--- src/rtl/ru_write_ctrl_if.sv ---
// Write-port bundle between the register-unit write controller and its clients.
// Latency: none; wires only.
// Backpressure: debug side is valid/ack (dbg_req held until dbg_ack); writeback and RU side have none.
//   slave  : controller view (consumes wb_*/dbg_* requests, drives dbg_ack and ru_*)
//   master : environment view (drives wb_*/dbg_* requests, observes dbg_ack and ru_*)
interface ru_write_ctrl_if;
    logic        wb_we;
    logic [4:0]  wb_rd;
    logic [31:0] wb_data;
    logic        dbg_req;
    logic [4:0]  dbg_rd;
    logic [31:0] dbg_data;
    logic        dbg_ack;
    logic        ru_we;
    logic [4:0]  ru_rd;
    logic [31:0] ru_data;

    modport slave (
        input  wb_we, wb_rd, wb_data, dbg_req, dbg_rd, dbg_data,
        output dbg_ack, ru_we, ru_rd, ru_data
    );

    modport master (
        output wb_we, wb_rd, wb_data, dbg_req, dbg_rd, dbg_data,
        input  dbg_ack, ru_we, ru_rd, ru_data
    );
endinterface

--- src/rtl/ru_write_ctrl.sv ---
// Register-unit write port owner: post-reset init of x1..x31, then writeback/debug arbitration.
// Latency: ru_* and dbg_ack are combinational from state and inputs; init_done/stall_o/err_o are registered.
// Backpressure: debug waits (dbg_ack low) behind writeback; starvation raises stall_o to force a bubble.
//   clk, rst_n : clock and synchronous active-low reset
//   bus        : wb_* / dbg_* requests in, dbg_ack and ru_* write port out
//   init_done  : high once x1..x31 have been initialised
//   stall_o    : asks the pipeline to hold writeback (init, starvation)
//   err_o      : sticky, writeback attempted while stall_o was high
module ru_write_ctrl #(
    parameter logic [4:0]  SP_IDX     = 5'd2,
    parameter logic [31:0] SP_INIT    = 32'h0000_0200,
    parameter int unsigned STARVE_LIM = 8
) (
    input  logic             clk,
    input  logic             rst_n,
    ru_write_ctrl_if.slave   bus,
    output logic             init_done,
    output logic             stall_o,
    output logic             err_o
);

    localparam logic [7:0] LIM = 8'(STARVE_LIM);

    typedef enum logic {ST_INIT, ST_RUN} state_t;

    state_t      state_q, state_d;
    logic [4:0]  idx_q, idx_d;
    logic [7:0]  starve_cnt_q, starve_cnt_d;
    logic        err_q, err_d;
    logic        init_done_q, init_done_d;
    logic        stall_q, stall_d;

    logic        wb_hit;
    logic        dbg_grant;

    always_comb begin
        state_d      = state_q;
        idx_d        = idx_q;
        starve_cnt_d = starve_cnt_q;
        err_d        = err_q;
        init_done_d  = init_done_q;
        stall_d      = stall_q;
        dbg_grant    = 1'b0;
        bus.ru_we    = 1'b0;
        bus.ru_rd    = 5'd0;
        bus.ru_data  = 32'd0;

        // A write to x0 is not a real writeback, so it must not block debug.
        wb_hit = bus.wb_we && (bus.wb_rd != 5'd0);

        // stall_q is high for all of INIT, so this also flags writebacks during init.
        if (bus.wb_we && stall_q) begin
            err_d = 1'b1;
        end

        case (state_q)
            ST_INIT: begin
                bus.ru_we   = 1'b1;
                bus.ru_rd   = idx_q;
                bus.ru_data = (idx_q == SP_IDX) ? SP_INIT : 32'd0;
                idx_d       = idx_q + 5'd1;
                if (idx_q == 5'd31) begin
                    state_d     = ST_RUN;
                    init_done_d = 1'b1;
                    stall_d     = 1'b0;
                end
            end
            ST_RUN: begin
                if (wb_hit) begin
                    bus.ru_we   = 1'b1;
                    bus.ru_rd   = bus.wb_rd;
                    bus.ru_data = bus.wb_data;
                end else if (bus.dbg_req) begin
                    // Debug writes to x0 are acknowledged but dropped.
                    dbg_grant   = 1'b1;
                    bus.ru_we   = (bus.dbg_rd != 5'd0);
                    bus.ru_rd   = bus.dbg_rd;
                    bus.ru_data = bus.dbg_data;
                end

                if (!bus.dbg_req || dbg_grant) begin
                    starve_cnt_d = 8'd0;
                end else if (starve_cnt_q != LIM) begin
                    starve_cnt_d = starve_cnt_q + 8'd1;
                end

                // Stall rises on the edge where the blocked count hits the limit
                // and drops on the edge after the grant.
                if (dbg_grant) begin
                    stall_d = 1'b0;
                end else if (starve_cnt_d == LIM) begin
                    stall_d = 1'b1;
                end
            end
            default: begin
                state_d = ST_INIT;
            end
        endcase

        if (!rst_n) begin
            bus.ru_we   = 1'b0;
            bus.ru_rd   = 5'd0;
            bus.ru_data = 32'd0;
            dbg_grant   = 1'b0;
        end

        bus.dbg_ack = dbg_grant;
    end

    always_ff @(posedge clk) begin
        if (!rst_n) begin
            state_q      <= ST_INIT;
            idx_q        <= 5'd1;
            starve_cnt_q <= 8'd0;
            err_q        <= 1'b0;
            init_done_q  <= 1'b0;
            stall_q      <= 1'b1;
        end else begin
            state_q      <= state_d;
            idx_q        <= idx_d;
            starve_cnt_q <= starve_cnt_d;
            err_q        <= err_d;
            init_done_q  <= init_done_d;
            stall_q      <= stall_d;
        end
    end

    assign init_done = init_done_q;
    assign stall_o   = stall_q;
    assign err_o     = err_q;

endmodule

--- src/flat_wrapper.sv ---
// flat-port wrapper written by rule: the top's interface ports become plain ports
module ru_write_ctrl_flat 
#(
    parameter logic [4:0]  SP_IDX     = 5'd2,
    parameter logic [31:0] SP_INIT    = 32'h0000_0200,
    parameter int unsigned STARVE_LIM = 8
)
  (clk, rst_n, init_done, stall_o, err_o, bus_wb_we, bus_wb_rd, bus_wb_data, bus_dbg_req, bus_dbg_rd, bus_dbg_data, bus_dbg_ack, bus_ru_we, bus_ru_rd, bus_ru_data);
  ru_write_ctrl_if bus_i ();
  input  logic clk;
  input  logic rst_n;
  output logic init_done;
  output logic stall_o;
  output logic err_o;
  input wire logic [$bits(bus_i.wb_we)-1:0] bus_wb_we;
  input wire logic [$bits(bus_i.wb_rd)-1:0] bus_wb_rd;
  input wire logic [$bits(bus_i.wb_data)-1:0] bus_wb_data;
  input wire logic [$bits(bus_i.dbg_req)-1:0] bus_dbg_req;
  input wire logic [$bits(bus_i.dbg_rd)-1:0] bus_dbg_rd;
  input wire logic [$bits(bus_i.dbg_data)-1:0] bus_dbg_data;
  output wire logic [$bits(bus_i.dbg_ack)-1:0] bus_dbg_ack;
  output wire logic [$bits(bus_i.ru_we)-1:0] bus_ru_we;
  output wire logic [$bits(bus_i.ru_rd)-1:0] bus_ru_rd;
  output wire logic [$bits(bus_i.ru_data)-1:0] bus_ru_data;
  assign bus_i.wb_we = bus_wb_we;
  assign bus_i.wb_rd = bus_wb_rd;
  assign bus_i.wb_data = bus_wb_data;
  assign bus_i.dbg_req = bus_dbg_req;
  assign bus_i.dbg_rd = bus_dbg_rd;
  assign bus_i.dbg_data = bus_dbg_data;
  assign bus_dbg_ack = bus_i.dbg_ack;
  assign bus_ru_we = bus_i.ru_we;
  assign bus_ru_rd = bus_i.ru_rd;
  assign bus_ru_data = bus_i.ru_data;
  ru_write_ctrl #(.SP_IDX(SP_IDX), .SP_INIT(SP_INIT), .STARVE_LIM(STARVE_LIM)) u_core (.clk(clk), .rst_n(rst_n), .bus(bus_i), .init_done(init_done), .stall_o(stall_o), .err_o(err_o));
endmodule
--- config.mk ---
export PLATFORM = sky130hd
export DESIGN_NAME = ru_write_ctrl_flat
export DESIGN_NICKNAME = d
export VERILOG_FILES = /design/src/rtl/ru_write_ctrl_if.sv /design/src/rtl/ru_write_ctrl.sv /design/src/flat_wrapper.sv
export SDC_FILE = /design/constraint.sdc
export NUM_CORES = 1
export LEC_CHECK = 0
export CAP_MARGIN = 20
export CORE_AREA = 2 2 73 75
export DETAILED_ROUTE_END_ITERATION = 8
export DIE_AREA = 0 0 75 77
export GPL_ROUTABILITY_DRIVEN = 1
export PLACE_DENSITY_LB_ADDON = 0.25
export SYNTH_ARGS = -nofsm -noshare
export SYNTH_HDL_FRONTEND = slang
export SYNTH_SLANG_ARGS = --single-unit
--- constraint.sdc ---
create_clock -name clk -period 3.7 [get_ports clk]
set_input_delay 1.11 -clock clk [delete_from_list [all_inputs] [get_ports clk]]
set_output_delay 1.11 -clock clk [all_outputs]
set_load 0.01 [all_outputs]
# Yosys cells after proc, flatten, opt, wreduce, memory -nomap -nowiden
# Cells that the tools add are included.
word_totals:
  ff_bits: 17
  latch_bits: 0
  mem_bits_rw: 0
  rom_bits: 0
  n_memories: 0
op_classes:
  addsub: 2
  n_mul: 0
  div: 0
  n_lt_le_gt_ge: 0
  eq_ne: 6
  shifts: 0
  n_mux: 27
  bitwise_logic: 1
  n_reduce_logical: 8
op_table:
  columns: ["operator", "count"]
  rows:
  - ["32-bit two-way mux", 3]
  - ["32-bit case mux with 2 select lines", 1]
  - ["8-bit two-way mux", 3]
  - ["5-bit two-way mux", 3]
  - ["1-bit two-way mux", 13]
  - ["10-bit two-way mux", 1]
  - ["5-bit case mux with 2 select lines", 1]
  - ["5-bit nonzero test", 2]
  - ["8-bit by 1-bit adder with 8-bit output, second input constant", 1]
  - ["8-bit by 4-bit equality test with 1-bit output, second input constant", 1]
  - ["8-bit by 4-bit inequality test with 1-bit output, second input constant", 1]
  - ["5-bit by 1-bit adder with 5-bit output, second input constant", 1]
  - ["5-bit by 2-bit equality test with 1-bit output, second input constant", 1]
  - ["5-bit equality test, second input constant", 1]
  - ["1-bit case mux with 2 select lines", 2]
  - ["2-bit AND reduction", 2]
  - ["3-bit inequality test, second input constant", 1]
  - ["1-bit logical AND", 2]
  - ["2-bit by 1-bit inequality test with 1-bit output, second input constant", 1]
  - ["1-bit zero test", 1]
  - ["1-bit logical OR", 1]
  - ["1-bit NOT", 1]

# Logic depth before layout (Yosys ltp)
# Gate-level depths: netlist of the first run.
depth:
  ltp_word: 11
  ltp_mapped: 7
  mapped_depth_nobuf: 7

# Worst setup path before layout of the first run
# Ideal clock, no wire load.
synth_path:
  path_kind: "input to output"
  startpoint: "input port bus_wb_rd[0]"
  endpoint: "output port bus_ru_data[22]"
  t_arrival_ps: 2616
  required_time_ps: 2590
  slack_ps: -26
  path_stages: 6
  n_path_buf: 2
  path_cell_list: "or4_1 > o21ai_4 > and4_1 > buf_2 > buf_4 > a22o_1"
synth_between:
  elab_chain_cells: 5
synth_rtl:
  columns: ["element", "line", "text"]
  rows:
  - ["start: declaration", "flat_wrapper.sv:16", "input wire logic [$bits(bus_i.wb_rd)-1:0] bus_wb_rd;"]
  - ["5-bit nonzero test", "ru_write_ctrl.sv:49", "wb_hit = bus.wb_we && (bus.wb_rd != 5'd0);"]
  - ["1-bit logical AND", "ru_write_ctrl.sv:49", null]
  - ["32-bit two-way mux", "ru_write_ctrl.sv:69", "if (wb_hit) begin"]
  - ["32-bit case mux with 2 select lines", "ru_write_ctrl.sv:56", "case (state_q)"]
  - ["32-bit two-way mux", "ru_write_ctrl.sv:100", "if (!rst_n) begin"]
  - ["end: declaration", "flat_wrapper.sv:24", "output wire logic [$bits(bus_i.ru_data)-1:0] bus_ru_data;"]
# No other way between the ends.

# Final worst setup path of the first run
layout_path:
  startpoint: "input port bus_wb_rd[3]"
  endpoint: "output port bus_ru_rd[1]"
layout_between:
  elab_chain_cells: 5
layout_rtl:
  columns: ["element", "line", "text"]
  rows:
  - ["5-bit nonzero test", "ru_write_ctrl.sv:49", null]
  - ["1-bit logical AND", "ru_write_ctrl.sv:49", null]
  - ["5-bit two-way mux", "ru_write_ctrl.sv:69", null]
  - ["5-bit case mux with 2 select lines", "ru_write_ctrl.sv:56", null]
  - ["5-bit two-way mux", "ru_write_ctrl.sv:100", null]
  - ["end: declaration", "flat_wrapper.sv:23", "output wire logic [$bits(bus_i.ru_rd)-1:0] bus_ru_rd;"]
# No other way between the ends.

==> flow_metrics.tcl, run 1 <==
set metrics [dict create \
    tightest_slew_ns 0.4978 \
    ys.warnings.count 0 \
    topRoutingLayerUsed "met4" \
    p_leak_nw 1.304 \
    fp-row-count 26 \
    ir_drop_mv 0.2600 \
    slew_headroom_pct 66.67 \
    reg2reg_from "u_core.starve_cnt_q[0]" \
    synth_edf_count 0 \
    remaining_drc_errors 0 \
    final_common_cell "clkdlybuf4s50_1" \
    hp-start "u_core.err_o" \
    seq_area_frac_synth_pct 23.49 \
    cts_root_buf "clkbuf_8" \
    rsz0062_at_grt "true" \
    min_to "u_core.err_o" \
    fin_util_pct 59.35 \
    wl_met3_um 477 \
    path_class "input port to output pin" \
    totalWireLength_mm 6.642 \
    routedWlPerCell_um 16.86 \
    crit_arrival_ns 2.71 \
    status "complete, but fails checks" \
    postSynthAreaPerCell_um2 8.049 \
    numCtsBuffers 3 \
    grt.overflow.total 0 \
    final.period_utilization_pct 103.3 \
    grt_pass1_wl_mm 10.16 \
    syn_inst 180 \
    track_usage_pct 22.64 \
    dr.pass1.iters 4 \
    start_util_pct 29.11 \
    end_kind "output pin" \
    vias 2051 \
    gp_congestion 0.8080 \
    async_reset_ff_share_pct 0 \
    finalHoldViolCount 0 \
    die_area_um2 5775 \
    ioPinCount 120 \
    violations "negative setup slack" \
    grt_antenna_before_repair 0 \
    viasPerCell 5.206 \
    max_cap_viol_count 0 \
    critPathMaxFanout 7 \
    fin_setup_tns_ns -2.844 \
    wl_met2_mm 3.087 \
    netlist_area_um2 1449 \
    power_per_cell_area_nw_per_um2 164.4 \
    drive_gt1_share_pct 29.94 \
    setup_viol 36 \
    area_delta_synth_final_pct 103.9 \
    h-tree-depth 1 \
    post-route-min-period_ns 3.822 \
    required_ns 2.59 \
    whs_path_depth 2 \
    r2r_cells 7 \
    fmax_ghz 0.2616 \
    grt_max_degree 22 \
    fin_worst_skew_ns 0.0007426 \
    cp-start-kind "input port" \
    nets 408 \
    synth_fp_nets 263 \
    drv_slew 0 \
    holdCritPathClass "flop to flop" \
    io_buffers 119 \
    clkTransAtPathRegs_ns 0.06 \
    clk_path_buf_depth 2 \
    m1WireLength_mm 2.899 \
    insertedDiodeCount 0 \
    die_x_um 75 \
    final_cell_mix "clkdlybuf4s50_1, buf_2, a22o_1" \
    clock_sinks 17 \
    timing.final.ws_setup_ns -0.1223 \
    clock_latency_ns 0.26 \
    drt_iter0_markers 56 \
    yosys_register_bits 17 \
    dp_hpwl_mm 4.824 \
    reg2reg_to "u_core.starve_cnt_q[2]" \
    die_h_um 77 \
    rrSetupSlack_ns 1.71 \
    core_um2 4977 \
    pre_cts_ws_ns -0.8659 \
    whs_ns 0.4834 \
    synth_ff_type "dfxtp_1" \
    tritoncts "yes" \
    antenna_left 0 \
    grt_pass1_vias 1937 \
    synth_cell_types 47 \
]
==> where the power goes <==
part	internal, W	switching [W]
clock network	0.0000766	0.0000654
registers	0.000188	0.00000677
logic	0.000101	0.0000473
total	0.000366	0.000119
==> metrics by stage <==
stage                     std cells  total power [W]  area, um2
after floorplan                 180        0.0002265       1453
after global placement          373        0.0003383       2805
after detailed placement        373        0.0003392       2805
after CTS                       392        0.0004823       2929
after global routing            394        0.0005117       2954
final                           394        0.0004858       2954
==> cell usage after synthesis (2+ instances only) <==
master	number	area (um2)
a22o_1	31	271.5
dfxtp_1	17	340.3
nor2_1	17	63.81
nand3_1	11	55.05
a21oi_1	7	35.03
clkbuf_1	7	26.28
inv_1	7	26.28
nand2_1	7	26.28
nor3_1	6	30.03
or4_1	6	45.04
ha_1	5	62.56
o21ai_0	5	25.02
a32oi_1	4	35.03
buf_2	4	20.02
a31oi_1	3	18.77
buf_4	3	22.52
nand4_1	3	18.77
a311oi_1	2	17.52
and3_1	2	12.51
mux2i_1	2	20.02
nand3b_1	2	15.01
o21a_1	2	15.01
xnor2_1	2	17.52
xor2_1	2	17.52
==> metal layers <==
layer / global-route usage [%] / up-vias
li1: - / 995
met1: 29.28 / 961
met2: 35.96 / 76
met3: 5.256 / 19
met4: 8.214 / 0
met5: 0 / -
==> timing repair <==
item | CTS | global route
pin swaps | 29 | 16
endpoints found under the setup margin | 39 | 38
hold buffers | 0 | 0
gates resized for setup | 200 | 6
buffers inserted | 10 | 3
gates cloned | 5 | 0
==> cell type report <==
cell class | count | area (um2)
multi-input cells | 138 | 1041
inverters | 8 | 30.03
fillers | 462 | 2023
well taps | 70 | 87.58
flip-flops and latches | 17 | 340.3
repair buffers | 157 | 1410
clock buffers | 4 | 45.04
==> worst max-delay path by stage <==
| stage | start | endpoint | slack (ns) | cells after the start |
|---|---|---|---|---|
| floorplan | bus_wb_rd[0] | bus_ru_data[22] | 0.004 | 6 |
| global placement | bus_wb_rd[0] | bus_ru_data[10] | -0.84 | 7 |
| detailed placement | bus_wb_rd[0] | bus_ru_data[16] | -0.87 | 7 |
| CTS | bus_wb_rd[3] | bus_ru_rd[1] | -0.13 | 9 |
| global route | bus_wb_rd[3] | bus_ru_rd[1] | -0.19 | 9 |
| finish | bus_wb_rd[3] | bus_ru_rd[1] | -0.12 | 9 |
==> logic make-up (layout without fill, tap and decap cells) <==
group,count (synthesis),in the layout,synth area share (%)
AO/OA/AOI/OAI,66,66,37.31
adder cells (fa/ha/maj),5,5,4.318
multiplexers,2,2,1.382
buffers and inverters,25,169,8.204
flip-flops,17,17,23.49
XOR/XNOR,4,4,2.418
AND/OR/NAND/NOR,61,61,22.89
==> registers in the layout, indices dropped and copies added (netlist names) <==
| register | flops |
|---|---|
| u_core.stall_o | 1 |
| u_core.starve_cnt_q | 8 |
| u_core.err_o | 1 |
| u_core.state_q | 1 |
| u_core.idx_q | 5 |
| u_core.init_done | 1 |
==> critical path, cell delays in order <==
cell      delay (ns)
buf_6           0.09
or4_4           0.55
o21ai_4         0.16
buf_6           0.12
buf_6           0.09
nor3_4          0.07
a222oi_1        0.31
inv_1           0.07
buf_2           0.15
Note: power is estimated with default switching activity, not from simulation.
==> run 2: changes to the inputs <==
--- a/config.mk
+++ b/config.mk
@@ -6,9 +6,9 @@
 export NUM_CORES = 1
 export LEC_CHECK = 0
 export CAP_MARGIN = 20
-export CORE_AREA = 2 2 73 75
+export CORE_AREA = 2 2 69 71
 export DETAILED_ROUTE_END_ITERATION = 8
-export DIE_AREA = 0 0 75 77
+export DIE_AREA = 0 0 71 73
 export GPL_ROUTABILITY_DRIVEN = 1
 export PLACE_DENSITY_LB_ADDON = 0.25
 export SYNTH_ARGS = -nofsm -noshare
==> constraint.sdc (replaced) <==
create_clock -name clk -period 4.7 [get_ports clk]
set_input_delay 1.41 -clock clk [delete_from_list [all_inputs] [get_ports clk]]
set_output_delay 1.41 -clock clk [all_outputs]
set_load 0.01 [all_outputs]
==> flow_metrics.tcl, run 2 (synthesized netlist as in run 1, its figures left out) <==
set metrics [dict create \
    drt_iter0_markers 54 \
    totalWireLength_mm 6.025 \
    grt_pass1_vias 1813 \
    insertedDiodeCount 0 \
    grt_max_degree 22 \
    final_area_um2 2865 \
    end_kind "output pin" \
    final.period_utilization_pct 98.48 \
    cp-start-kind "input port" \
    finalHoldViolCount 0 \
    sw_frac_of_total_pct 24.59 \
    status "completed" \
    tritoncts "yes" \
    largest_reg_flops 8 \
    p_leak_nw 1.202 \
    die_x_um 71 \
    drv_slew 0 \
    fmax_ghz 0.2160 \
    routedWlPerCell_um 16.64 \
    clk_path_buf_depth 2 \
    dr.pass1.iters 5 \
    p_clk_share_pct 30.2 \
    final_common_cell "clkdlybuf4s50_1" \
    fin_util_pct 63.17 \
    grt.overflow.total 0 \
    gp_congestion 0.7986 \
    slew_headroom_pct 65.66 \
    required_ns 3.29 \
    grt_pass1_wl_mm 9.163 \
    clock_latency_ns 0.26 \
    antenna_left 0 \
    max_cap_viol_count 0 \
    holdCritPathClass "flop to flop" \
    post-route-min-period_ns 4.629 \
    h-tree-depth 1 \
    start_util_pct 31.94 \
    setup_viol 0 \
    regArea_um2 340.3 \
    regMostFlops "u_core.starve_cnt_q" \
    fin_worst_skew_ns 0.002731 \
    ioPinCount 120 \
    critPathMaxFanout 17 \
    reg_top3 "u_core.starve_cnt_q (8), u_core.idx_q (5)" \
    track_usage_pct 22.37 \
    placed_cell_area_um2 2791 \
    remaining_drc_errors 0 \
    clkTransAtPathRegs_ns 0.07 \
    dp_hpwl_mm 4.598 \
    finalPower_w 0.0003727 \
    power_per_cell_area_nw_per_um2 130.1 \
    power_frac_comb_pct 28.8 \
    viasPerCell 5.506 \
    area_delta_synth_final_pct 97.75 \
    rsz0062_at_grt "false" \
    intPower_w 0.0002810 \
    crit_arrival_ns 3.22 \
    nFillCells 424 \
    grt_antenna_before_repair 0 \
    fin_setup_tns_ns 0 \
    fp-row-count 25 \
    p_seq_share_pct 41.0 \
    drive_gt1_share_pct 14.29 \
    multi_input_area_um2 1007 \
    clock_sinks 17 \
    numCtsBuffers 3 \
    tightest_slew_ns 0.5129 \
    p_sw_w 0.00009165 \
    cts_root_buf "clkbuf_8" \
    ir_drop_mv 0.1597 \
    path_class "input port to output pin" \
    io_buffers 119 \
    core_um2 4536 \
    vias 1993 \
    die_h_um 73 \
    final_cell_mix "clkdlybuf4s50_1, a22o_1, clkdlybuf4s15_1" \
    die_area_um2 5183 \
    nets 392 \
]
run 2: power by group through the flow:
| stage | logic, W | clock network [W] | registers [W] |
|---|---|---|---|
| final | 0.000107 | 0.000112 | 0.000153 |
| after global routing | 0.000115 | 0.000121 | 0.000154 |
| after CTS | 0.000108 | 0.000114 | 0.000153 |
| after detailed placement | 0.000109 | 0 | 0.000156 |
| after global placement | 0.000108 | 0 | 0.000156 |
| after floorplan | 0.0000227 | 0 | 0.000155 |
run 2: worst max-delay path: stages:
cell and delay [ns]:
dlygate4sd2_1 0.24, or4_4 0.55, o21ai_4 0.17, and4_4 0.31
buf_16 0.16, a22o_1 0.14, clkdlybuf4s15_1 0.23
run 2: through the flow:
stage	instances	setup WS [ns]	hold slack [ns]
2_1_floorplan	180	0.3743	0.4745
3_3_place_gp	355	-0.4964	0.4495
3_5_place_dp	355	-0.5005	0.4607
4_1_cts	362	-0.008745	0.4804
5_1_grt	362	0.0002571	0.5051
6_report	362	0.07129	0.4746
run 2: final cells by class:
type | instances | share of cell area, %
timing repair buffer | 141 | 47.95
multi-input combinational | 138 | 35.15
sequential | 17 | 11.88
tap | 54 | 2.358
clock buffer | 3 | 1.441
inverter | 8 | 1.048
clock inverter | 1 | 0.1747
run 2: final timing paths:
| path | from | endpoint | slack (ns) | cells past startpoint |
|---|---|---|---|---|
| max reg2reg | u_core.starve_cnt_q[0] | u_core.starve_cnt_q[2] | 2.69 | 7 |
| min | u_core.err_o | u_core.err_o | 0.47 | 2 |
| max | bus_wb_rd[0] | bus_ru_data[13] | 0.07 | 7 |
| min reg2reg | u_core.err_o | u_core.err_o | 0.47 | 2 |
run 2: what timing repair did:
item,4_1_cts,5_1_grt
cloned,2,0
setup buffers,1,0
hold buffers,0,0
endpoints found under the setup margin,39,34
resized for setup,69,29
pin swaps,4,4
run 2: metal layers:
layer	up-vias	share of wire, %	routed length, um	global-route usage, %
li1	964	-	-	-
met1	924	43	2583	29.11
met2	90	48	2919	38.32
met3	15	6.6	396	3.315
met4	0	2.1	125	6.918
met5	-	0	0	0
==> run 3: changes to the inputs <==
--- a/config.mk
+++ b/config.mk
@@ -6,9 +6,9 @@
 export NUM_CORES = 1
 export LEC_CHECK = 0
 export CAP_MARGIN = 20
-export CORE_AREA = 2 2 69 71
+export CORE_AREA = 2 2 68 70
 export DETAILED_ROUTE_END_ITERATION = 8
-export DIE_AREA = 0 0 71 73
+export DIE_AREA = 0 0 70 72
 export GPL_ROUTABILITY_DRIVEN = 1
 export PLACE_DENSITY_LB_ADDON = 0.25
 export SYNTH_ARGS = -nofsm -noshare
==> flow_metrics.tcl, run 3 (synthesized netlist as in run 1, its figures left out) <==
set metrics [dict create \
    regMostFlops "u_core.starve_cnt_q" \
    holdCritPathClass "flop to flop" \
    slew_headroom_pct 65.11 \
    drive_gt1_share_pct 14.52 \
    final_cell_mix "clkdlybuf4s50_1, a22o_1, dlygate4sd2_1" \
    reg_top3 "u_core.starve_cnt_q (8), u_core.idx_q (5)" \
    dr.pass1.iters 4 \
    viasPerCell 5.533 \
    final.period_utilization_pct 98.99 \
    ioPinCount 120 \
    setup_viol 0 \
    fin_util_pct 65.99 \
    drv_slew 0 \
    clock_sinks 17 \
    dp_hpwl_mm 4.823 \
    cp-start-kind "input port" \
    cpMaxStageDelayCell "or4_4" \
    totalWireLength_mm 6.286 \
    power_per_cell_area_nw_per_um2 132.3 \
    end_kind "output pin" \
    drt_iter0_markers 66 \
    numCtsBuffers 3 \
    fin_worst_skew_ns 0.002444 \
    clkTransAtPathRegs_ns 0.07 \
    clock_latency_ns 0.25 \
    r2r_cells 6 \
    vias 2003 \
    die_area_um2 5040 \
    io_buffers 119 \
    track_usage_pct 23.78 \
    cts_root_buf "clkbuf_8" \
    max_cap_viol_count 0 \
    required_ns 3.29 \
    fin_setup_tns_ns 0 \
    multi_input_area_um2 1007 \
    clk_path_buf_depth 2 \
    core_um2 4264 \
    grt_max_degree 23 \
    crit_chain "dlygate4sd2_1, or4_4, o21ai_4, buf_6, nor3_4, buf_4, a22o_1, dlygate4sd2_1" \
    start_util_pct 33.98 \
    remaining_drc_errors 0 \
    reg2reg_to "u_core.starve_cnt_q[2]" \
    regArea_um2 340.3 \
    critPathMaxFanout 6 \
    cpPeakStageDelay_ns 0.56 \
    grt_pass1_wl_mm 9.673 \
    rsz0062_at_grt "true" \
    fmax_ghz 0.2149 \
    antenna_left 0 \
    tightest_slew_ns 0.5210 \
    post-route-min-period_ns 4.652 \
    crit_arrival_ns 3.24 \
    ir_drop_mv 0.1561 \
    finalHoldViolCount 0 \
    nets 394 \
    routedWlPerCell_um 17.36 \
    gp_congestion 0.8301 \
    p_leak_nw 1.260 \
    path_class "input port to output pin" \
    die_h_um 72 \
    grt_antenna_before_repair 0 \
    cpMostUsedCell "dlygate4sd2_1" \
    whs_path_depth 2 \
    grt.overflow.total 0 \
    die_x_um 70 \
    nFillCells 396 \
    status "completed" \
    tritoncts "yes" \
    min_to "u_core.err_o" \
    area_delta_synth_final_pct 94.21 \
    largest_reg_flops 8 \
    hp-start "u_core.err_o" \
    insertedDiodeCount 0 \
    grt_pass1_vias 1845 \
    final_common_cell "clkdlybuf4s50_1" \
    rrSetupSlack_ns 2.70 \
    finalPower_w 0.0003722 \
    h-tree-depth 1 \
    fp-row-count 24 \
    reg2reg_from "u_core.state_q" \
]
[run 3: changes by cell type in the layout (fill, tap and decap cells not counted), moves of 2 or more]
cell	before	now
buf_16	2	0
buf_4	15	17
buf_6	3	6
clkdlybuf4s15_1	20	6
dlygate4sd2_1	12	26
[run 3: power breakdown]
part,internal [W],total [W],switching [W]
Clock,0.0000603,0.000111,0.0000512
Sequential,0.000148,0.000154,0.00000541
Combinational,0.0000737,0.000107,0.0000334
Total,0.000282,0.000372,0.0000900
[run 3: how the worst max path moves through the flow]
stage,startpoint,to,slack (ns),depth (start not counted)
2_1_floorplan,bus_wb_rd[0],bus_ru_data[22],0.37,6
3_3_place_gp,bus_wb_rd[0],bus_ru_data[13],-0.48,8
3_5_place_dp,bus_wb_rd[0],bus_ru_rd[1],-0.50,8
4_1_cts,bus_wb_rd[1],bus_ru_data[7],0.004,9
5_1_grt,bus_wb_rd[3],bus_ru_data[0],-0.003,8
6_report,bus_wb_rd[3],bus_ru_data[26],0.05,8
[run 3: repair_timing]
item                                    4_1_cts  5_1_grt
cloned                                        1        0
pin swaps                                     4        3
endpoints found under the setup margin       39       29
setup buffers                                 4        0
hold endpoints to repair                      0        0
hold buffers                                  0        0
gates resized for setup                      75       15
[run 3: through the flow]
step	instances	hold slack (ns)	setup slack [ns]	cell area, um2
after floorplan	180	0.4745	0.3743	1449
after global placement	353	0.4467	-0.4751	2776
after detailed placement	353	0.4554	-0.4955	2776
after CTS	362	0.4726	0.004203	2833
after global routing	362	0.5173	-0.002520	2814
final	362	0.4666	0.04751	2814
[run 3: routing by layer]
layer / GRT usage [%] / wire length [um]
met1: 29.26 / 2496
met2: 42.12 / 3144
met3: 3.333 / 471
met4: 9.402 / 174
met5: 0 / 0
[run 3: final cells by class]
cell class                      count  area share (%)
Clock buffer                        4           1.601
Inverter                            8           1.067
Multi-Input combinational cell    138           35.79
Sequential cell                    17           12.09
Tap cell                           52           2.312
Timing Repair Buffer              143           47.13
[run 3: critical path: cells and delay by family]
kind	cells	cell delay, ns
buf+inv	4	0.83
compound gates	2	0.36
simple gates	2	0.63
